`src/rtl/accum_share_arbiter_if.sv`:
```
// Requester, accumulator and result handshakes for accum_share_arbiter.
// master = environment side (requesters + accumulator), slave = the arbiter.
interface accum_share_arbiter_if #(
   parameter int unsigned NREQ = 4,
   parameter int unsigned DW   = 8,
   parameter int unsigned RW   = 10
);
   localparam int unsigned OW = (NREQ > 1) ? $clog2(NREQ) : 1;

   logic [NREQ-1:0]    req_valid;
   logic [NREQ*DW-1:0] req_data;
   logic [NREQ-1:0]    req_ready;
   logic               acc_valid;
   logic [DW-1:0]      acc_data;
   logic               acc_ready;
   logic               acc_res_valid;
   logic [RW-1:0]      acc_res_data;
   logic               acc_res_ready;
   logic [NREQ-1:0]    res_valid;
   logic [RW-1:0]      res_data;
   logic [NREQ-1:0]    res_ready;
   logic [OW-1:0]      owner;
   logic               busy;
   logic               err;

   modport master (
      output req_valid, req_data, acc_ready, acc_res_valid, acc_res_data, res_ready,
      input  req_ready, acc_valid, acc_data, acc_res_ready, res_valid, res_data, owner, busy, err
   );

   modport slave (
      input  req_valid, req_data, acc_ready, acc_res_valid, acc_res_data, res_ready,
      output req_ready, acc_valid, acc_data, acc_res_ready, res_valid, res_data, owner, busy, err
   );
endinterface

```
`src/rtl/accum_share_arbiter.sv`:
```
// Round-robin arbiter sharing one GROUP-beat accumulator among NREQ requesters.
// A tag FIFO records group owners so accumulator results route back in grant order.
module accum_share_arbiter #(
   parameter int unsigned NREQ      = 4,
   parameter int unsigned DW        = 8,
   parameter int unsigned GROUP     = 4,
   parameter int unsigned RW        = 10,
   parameter int unsigned TAG_DEPTH = 2
) (
   input logic                  clk,
   input logic                  rst_n,
   accum_share_arbiter_if.slave bus
);
   localparam int unsigned OW = (NREQ > 1) ? $clog2(NREQ) : 1;
   localparam int unsigned CW = (GROUP > 1) ? $clog2(GROUP) : 1;
   localparam int unsigned AW = (TAG_DEPTH > 1) ? $clog2(TAG_DEPTH) : 1;

   typedef enum logic [0:0] {StIdle, StLocked} state_e;

   state_e        state_q, state_d;
   logic [OW-1:0] owner_q, owner_d;
   logic [OW-1:0] rr_ptr_q, rr_ptr_d;
   logic [CW-1:0] beat_cnt_q, beat_cnt_d;
   logic [AW:0]   wr_ptr_q, wr_ptr_d;
   logic [AW:0]   rd_ptr_q, rd_ptr_d;
   logic          err_q, err_d;
   logic [OW-1:0] tag_mem_q [TAG_DEPTH];

   logic [DW-1:0] data_arr [NREQ];
   logic [OW-1:0] sel, cand, fifo_head;
   logic          found, busy, beat, grant, pop, fifo_empty, fifo_full;

   for (genvar i = 0; i < NREQ; i++) begin : g_unpack
      assign data_arr[i] = bus.req_data[i*DW +: DW];
   end

   // First valid requester at or above rr_ptr, wrapping.
   always_comb begin
      sel   = '0;
      cand  = '0;
      found = 1'b0;
      for (int unsigned k = 0; k < NREQ; k++) begin
         cand = OW'((32'(rr_ptr_q) + k) % NREQ);
         if (!found && bus.req_valid[cand]) begin
            found = 1'b1;
            sel   = cand;
         end
      end
   end

   assign fifo_empty = (wr_ptr_q == rd_ptr_q);
   assign fifo_full  = (wr_ptr_q[AW] != rd_ptr_q[AW]) &&
                       (wr_ptr_q[AW-1:0] == rd_ptr_q[AW-1:0]);
   assign fifo_head  = tag_mem_q[rd_ptr_q[AW-1:0]];

   assign busy  = (state_q == StLocked);
   assign beat  = bus.acc_valid & bus.acc_ready;
   // Full is judged before any same-cycle pop.
   assign grant = !busy && found && !fifo_full;
   assign pop   = bus.acc_res_valid & bus.acc_res_ready;

   assign bus.acc_valid     = busy & bus.req_valid[owner_q];
   assign bus.acc_data      = busy ? data_arr[owner_q] : '0;
   assign bus.req_ready     = (busy && bus.acc_ready) ? (NREQ'(1) << owner_q) : '0;
   assign bus.res_valid     = (bus.acc_res_valid && !fifo_empty) ? (NREQ'(1) << fifo_head) : '0;
   assign bus.res_data      = bus.acc_res_data;
   assign bus.acc_res_ready = !fifo_empty & bus.res_ready[fifo_head];
   assign bus.owner         = owner_q;
   assign bus.busy          = busy;
   assign bus.err           = err_q;

   always_comb begin
      state_d    = state_q;
      owner_d    = owner_q;
      rr_ptr_d   = rr_ptr_q;
      beat_cnt_d = beat_cnt_q;
      wr_ptr_d   = grant ? wr_ptr_q + 1'b1 : wr_ptr_q;
      rd_ptr_d   = pop ? rd_ptr_q + 1'b1 : rd_ptr_q;
      err_d      = err_q | (bus.acc_res_valid & fifo_empty);
      unique case (state_q)
         StIdle: begin
            if (grant) begin
               owner_d    = sel;
               beat_cnt_d = '0;
               state_d    = StLocked;
            end
         end
         StLocked: begin
            if (beat) begin
               if (beat_cnt_q == CW'(GROUP - 1)) begin
                  beat_cnt_d = '0;
                  state_d    = StIdle;
                  rr_ptr_d   = (owner_q == OW'(NREQ - 1)) ? '0 : owner_q + 1'b1;
               end else begin
                  beat_cnt_d = beat_cnt_q + 1'b1;
               end
            end
         end
         default: state_d = StIdle;
      endcase
   end

   always_ff @(posedge clk or negedge rst_n) begin
      if (!rst_n) begin
         state_q    <= StIdle;
         owner_q    <= '0;
         rr_ptr_q   <= '0;
         beat_cnt_q <= '0;
         wr_ptr_q   <= '0;
         rd_ptr_q   <= '0;
         err_q      <= 1'b0;
         for (int i = 0; i < TAG_DEPTH; i++) tag_mem_q[i] <= '0;
      end else begin
         state_q    <= state_d;
         owner_q    <= owner_d;
         rr_ptr_q   <= rr_ptr_d;
         beat_cnt_q <= beat_cnt_d;
         wr_ptr_q   <= wr_ptr_d;
         rd_ptr_q   <= rd_ptr_d;
         err_q      <= err_d;
         if (grant) tag_mem_q[wr_ptr_q[AW-1:0]] <= sel;
      end
   end
endmodule
```
`src/flat_wrapper.sv`:
```
// flat-port wrapper written by rule: the top's interface ports become plain ports
module accum_share_arbiter_flat 
#(
   parameter int unsigned NREQ      = 4,
   parameter int unsigned DW        = 8,
   parameter int unsigned GROUP     = 4,
   parameter int unsigned RW        = 10,
   parameter int unsigned TAG_DEPTH = 2
)
  (clk, rst_n, bus_req_valid, bus_req_data, bus_acc_ready, bus_acc_res_valid, bus_acc_res_data, bus_res_ready, bus_req_ready, bus_acc_valid, bus_acc_data, bus_acc_res_ready, bus_res_valid, bus_res_data, bus_owner, bus_busy, bus_err);
  accum_share_arbiter_if #(.NREQ(NREQ), .DW(DW), .RW(RW)) bus_i ();
  input logic clk;
  input logic rst_n;
  input wire logic [$bits(bus_i.req_valid)-1:0] bus_req_valid;
  input wire logic [$bits(bus_i.req_data)-1:0] bus_req_data;
  input wire logic [$bits(bus_i.acc_ready)-1:0] bus_acc_ready;
  input wire logic [$bits(bus_i.acc_res_valid)-1:0] bus_acc_res_valid;
  input wire logic [$bits(bus_i.acc_res_data)-1:0] bus_acc_res_data;
  input wire logic [$bits(bus_i.res_ready)-1:0] bus_res_ready;
  output wire logic [$bits(bus_i.req_ready)-1:0] bus_req_ready;
  output wire logic [$bits(bus_i.acc_valid)-1:0] bus_acc_valid;
  output wire logic [$bits(bus_i.acc_data)-1:0] bus_acc_data;
  output wire logic [$bits(bus_i.acc_res_ready)-1:0] bus_acc_res_ready;
  output wire logic [$bits(bus_i.res_valid)-1:0] bus_res_valid;
  output wire logic [$bits(bus_i.res_data)-1:0] bus_res_data;
  output wire logic [$bits(bus_i.owner)-1:0] bus_owner;
  output wire logic [$bits(bus_i.busy)-1:0] bus_busy;
  output wire logic [$bits(bus_i.err)-1:0] bus_err;
  assign bus_i.req_valid = bus_req_valid;
  assign bus_i.req_data = bus_req_data;
  assign bus_i.acc_ready = bus_acc_ready;
  assign bus_i.acc_res_valid = bus_acc_res_valid;
  assign bus_i.acc_res_data = bus_acc_res_data;
  assign bus_i.res_ready = bus_res_ready;
  assign bus_req_ready = bus_i.req_ready;
  assign bus_acc_valid = bus_i.acc_valid;
  assign bus_acc_data = bus_i.acc_data;
  assign bus_acc_res_ready = bus_i.acc_res_ready;
  assign bus_res_valid = bus_i.res_valid;
  assign bus_res_data = bus_i.res_data;
  assign bus_owner = bus_i.owner;
  assign bus_busy = bus_i.busy;
  assign bus_err = bus_i.err;
  accum_share_arbiter #(.NREQ(NREQ), .DW(DW), .GROUP(GROUP), .RW(RW), .TAG_DEPTH(TAG_DEPTH)) u_core (.clk(clk), .rst_n(rst_n), .bus(bus_i));
endmodule
```
`config.mk`:
```
export PLATFORM = sky130hd
export DESIGN_NAME = accum_share_arbiter_flat
export DESIGN_NICKNAME = d
export VERILOG_FILES = /design/src/rtl/accum_share_arbiter_if.sv /design/src/rtl/accum_share_arbiter.sv /design/src/flat_wrapper.sv
export SDC_FILE = /design/constraint.sdc
export NUM_CORES = 1
export LEC_CHECK = 0
export ABC_AREA = 0
export BUFFER_PORTS_ARGS = -buffer_cell sky130_fd_sc_hd__buf_4
export CORE_MARGIN = 4
export CORE_UTILIZATION = 43
export DETAILED_ROUTE_END_ITERATION = 6
export PLACE_DENSITY_LB_ADDON = 0.3
export SLEW_MARGIN = 20
export SYNTH_ARGS = -nofsm -noshare
export SYNTH_HDL_FRONTEND = slang
export SYNTH_SLANG_ARGS = --single-unit
```
`constraint.sdc`:
```
create_clock -name clk -period 2.12 [get_ports clk]
set_input_delay 0.424 -clock clk [delete_from_list [all_inputs] [get_ports clk]]
set_output_delay 0.424 -clock clk [all_outputs]
set_load 0.01 [all_outputs]
```
==> flow_summary_export.csv <==
group,metric,value,unit
power,pwr-share-clk,5.5,%
critical_path,endpoint_kind,"output port",
power,p_leak,0.9780,nW
timing,period_needed,2.132,ns
synthesis,synth_ff_type,"dfrtp_1",
timing,setup_violations,1,
placement,io_buffers,65,
clock_network,ctsRootBufferMaster,"clkbuf_4",
finish,syn_to_final_growth,45.18,%
critical_path,required,1.70,ns
timing,fmax,469.0,MHz
route,drtIter0Drc,41,
critical_path,crit_buf_inv,2,
placement,gp_congestion,0.7594,
timing,grt_setup_unrepaired,"true",
finish,drive_gt1_share,61.34,%
critical_path,cp-start-kind,"flip-flop",
synthesis,synthArstFlopShare,100.0,%
run_status,violations,"design-rule violations, negative setup slack",
finish,regArea,405.4,um^2
power,powerDensity,1352,nW/um^2
global_routing,grt_max_degree,20,
power,switching_share,38.33,%
finish,nNetsFinal,255,
synthesis,ys_seq_elements,16,
route,drt-total-wl,3.925,mm
route,drt-vias-per-instance,5.345,
worst_hold_path,hp-class,"in2reg",
timing,fin_ws,-0.01230,ns
power,ir_drop,0.6497,mV
floorplanning,fp-row-count,20,
run_status,status,"complete, but fails checks",
synthesis,synth-edff-count,0,
timing,hold_ws,0.3634,ns
route,postRouteAntennaNets,0,
floorplanning,die_y,65.37,um
route,drt-pass1-iter-count,6,
critical_path,cp_common_cell,"buf_6",
route,detailroute.via_count,1272,
synthesis,yosysWarningCount,0,
floorplanning,io_pins,86,
critical_path,crit_path_top_delay_cell,"dfrtp_2",
power,p_int,1.713,mW
global_routing,grt_pass1_wl,6.534,mm
job,drv_cap,0,
floorplanning,die_x,65.37,um
timing,slew_violations,0,
synthesis,yosys-top-cells-area,"dfrtp_1, mux4_2, buf_4",
clock_network,clkLatencyLatePin,0.28,ns
global_routing,overflow,0,
timing,finalCritPeriodShare,100.6,%
clock_network,htreeDepth,1,
clock_network,cts.sinks,16,
critical_path,cp_cell_sequence,"buf_6, mux2_4, mux4_2, nor2b_4, buf_6",
critical_path,cp_max_fo,3,
critical_path,critical-path-top-delay-family,"multiplexers",
timing,skew,0.004901,ns
finish,fillers,262,
critical_path,slowest_delay,0.44,ns
floorplanning,core_area,3103,um^2
clock_network,cts_tree,"done",
synthesis,synth.top_cell.area_share,28.29,%
floorplanning,die_area,4273,um^2
clock_network,cts_max_path_buffers,2,
clock_network,path_clk_slew,0.09,ns
route,drc,1,
synthesis,mappedNetlistNets,188,
timing,tns,-0.01230,ns
synthesis,syn_avg_cell_area,10.97,um^2
finish,layout_commonest_cell,"buf_4",
global_routing,track_usage,19.24,%
synthesis,synth_cell_types,40,
critical_path,path_class,"reg2out",
route,post_drt_wl_per_cell,16.49,um
global_routing,antenna_found_initial,0,
placement,dpl.hpwl,3.144,mm
power,switchingPower,1.065,mW
timing,tightest_slew,0.4558,ns
power,seqPwrFrac,23.5,%
power,p_comb_share,71.1,%
global_routing,first_global_vias,1436,
finish,final_cell_mix,"buf_4, buf_6, mux4_2, dfrtp_1, and2_4",
clock_network,numCtsBuffers,3,
finish,antenna_cells,0,
synthesis,syn_inst,129,
synthesis,synth_largest_area_cell,"dfrtp_1",
timing,max_slew_margin,69.41,%
finish,multi_input_area,904.6,um^2
floorplanning,initial_utilization,45.60,%
timing,hold_viol,0,
critical_path,cp.arrival,1.71,ns
synthesis,synth-seq-area-share,28.29,%
synthesis,synth_area,1415,um^2
## power groups by stage
| stage | Clock, mW | Sequential, mW | Combinational (mW) |
|---|---|---|---|
| after global placement | 0 | 0.633 | 1.58 |
| after floorplan | 0 | 0.595 | 1.13 |
| after global routing | 0.176 | 0.682 | 2.15 |
| after CTS | 0.160 | 0.642 | 1.74 |
| final | 0.152 | 0.652 | 1.97 |
| after detailed placement | 0 | 0.655 | 1.66 |
## final timing paths
kind / to / cells past startpoint / slack, ns / from
setup reg to reg: u_core.rr_ptr_q[0] / 5 / 0.29 / u_core.bus.owner[0]
hold reg to reg: u_core.bus.err / 1 / 0.48 / u_core.bus.err
setup / recovery: bus_acc_res_ready / 5 / -0.01 / u_core.rd_ptr_q[0]
min in group asynchronous: u_core.rd_ptr_q[0] / 2 / 0.53 / rst_n
max in group asynchronous: u_core.tag_mem_q[3] / 2 / 1.39 / rst_n
hold / removal: u_core.bus.err / 2 / 0.36 / bus_acc_res_valid
## cells by family after synthesis
family                     Yosys count  share of synthesized area, %
buffers and inverters               23                         10.17
and+or+nand+nor                     38                         15.03
DFF                                 16                         28.29
muxes                               25                         29.97
AOI/OAI and AO/OA                   16                         8.400
xor gates and xnor gates             6                         3.713
adders and majority gates            5                         4.421
## registers in the layout (all words and copies together) (netlist names)
signal	flops
u_core.wr_ptr_q	2
u_core.bus.err	1
u_core.beat_cnt_q	2
u_core.rd_ptr_q	2
u_core.bus.owner	2
u_core.rr_ptr_q	2
u_core.tag_mem_q	4
u_core.bus.busy	1
## synth_stat cells, types with 2 or more instances
cell type   n
dfrtp_1    16
mux4_2     12
and2_1     10
buf_4      10
nor2_1      9
inv_1       7
a21oi_1     5
ha_1        5
mux2_2      5
and3_1      4
xor2_1      4
clkbuf_1    3
mux2_4      3
mux2i_1     3
nand2_1     3
mux2_1      2
nand2b_1    2
nand3_1     2
o21ai_0     2
xnor2_1     2
## metrics by stage
step | std cells | power [mW] | utilization [%] | area (um^2) | setup slack [ns]
5_1_grt | 238 | 3.008 | 66.21 | 2054 | -0.1086
3_3_place_gp | 229 | 2.217 | 61.01 | 1893 | 0.2770
6_report | 238 | 2.778 | 66.21 | 2054 | -0.01230
2_1_floorplan | 129 | 1.720 | - | 1415 | 0.2135
4_1_cts | 236 | 2.541 | 63.15 | 1959 | -0.04594
3_5_place_dp | 229 | 2.317 | 61.01 | 1893 | 0.2434
## timing repair
action | in CTS | in global routing
endpoints found under the setup margin | 9 | 14
cloned | 0 | 0
buffers inserted | 3 | 2
gates resized for setup | 5 | 24
endpoints found under the hold margin | 16 | 0
hold buffers | 1 | 0
pin swaps | 0 | 7
## final cells by class
class                           instances  area share (%)
Sequential cell                        16           19.73
Tap cell                               44           2.680
Inverter                                7           1.279
Multi-Input combinational cell         90           44.03
Timing Repair Buffer                   78           31.18
Clock buffer                            3           1.096
## layer usage
metal | vias to the layer above | global-route usage, % | share of wire [%]
li1 | 592 | - | -
met1 | 613 | 20.74 | 37
met2 | 45 | 35.27 | 54
met3 | 22 | 3.932 | 5.9
met4 | 0 | 9.585 | 3.0
met5 | - | 0 | 0
Power figures use the tool's default switching activity.
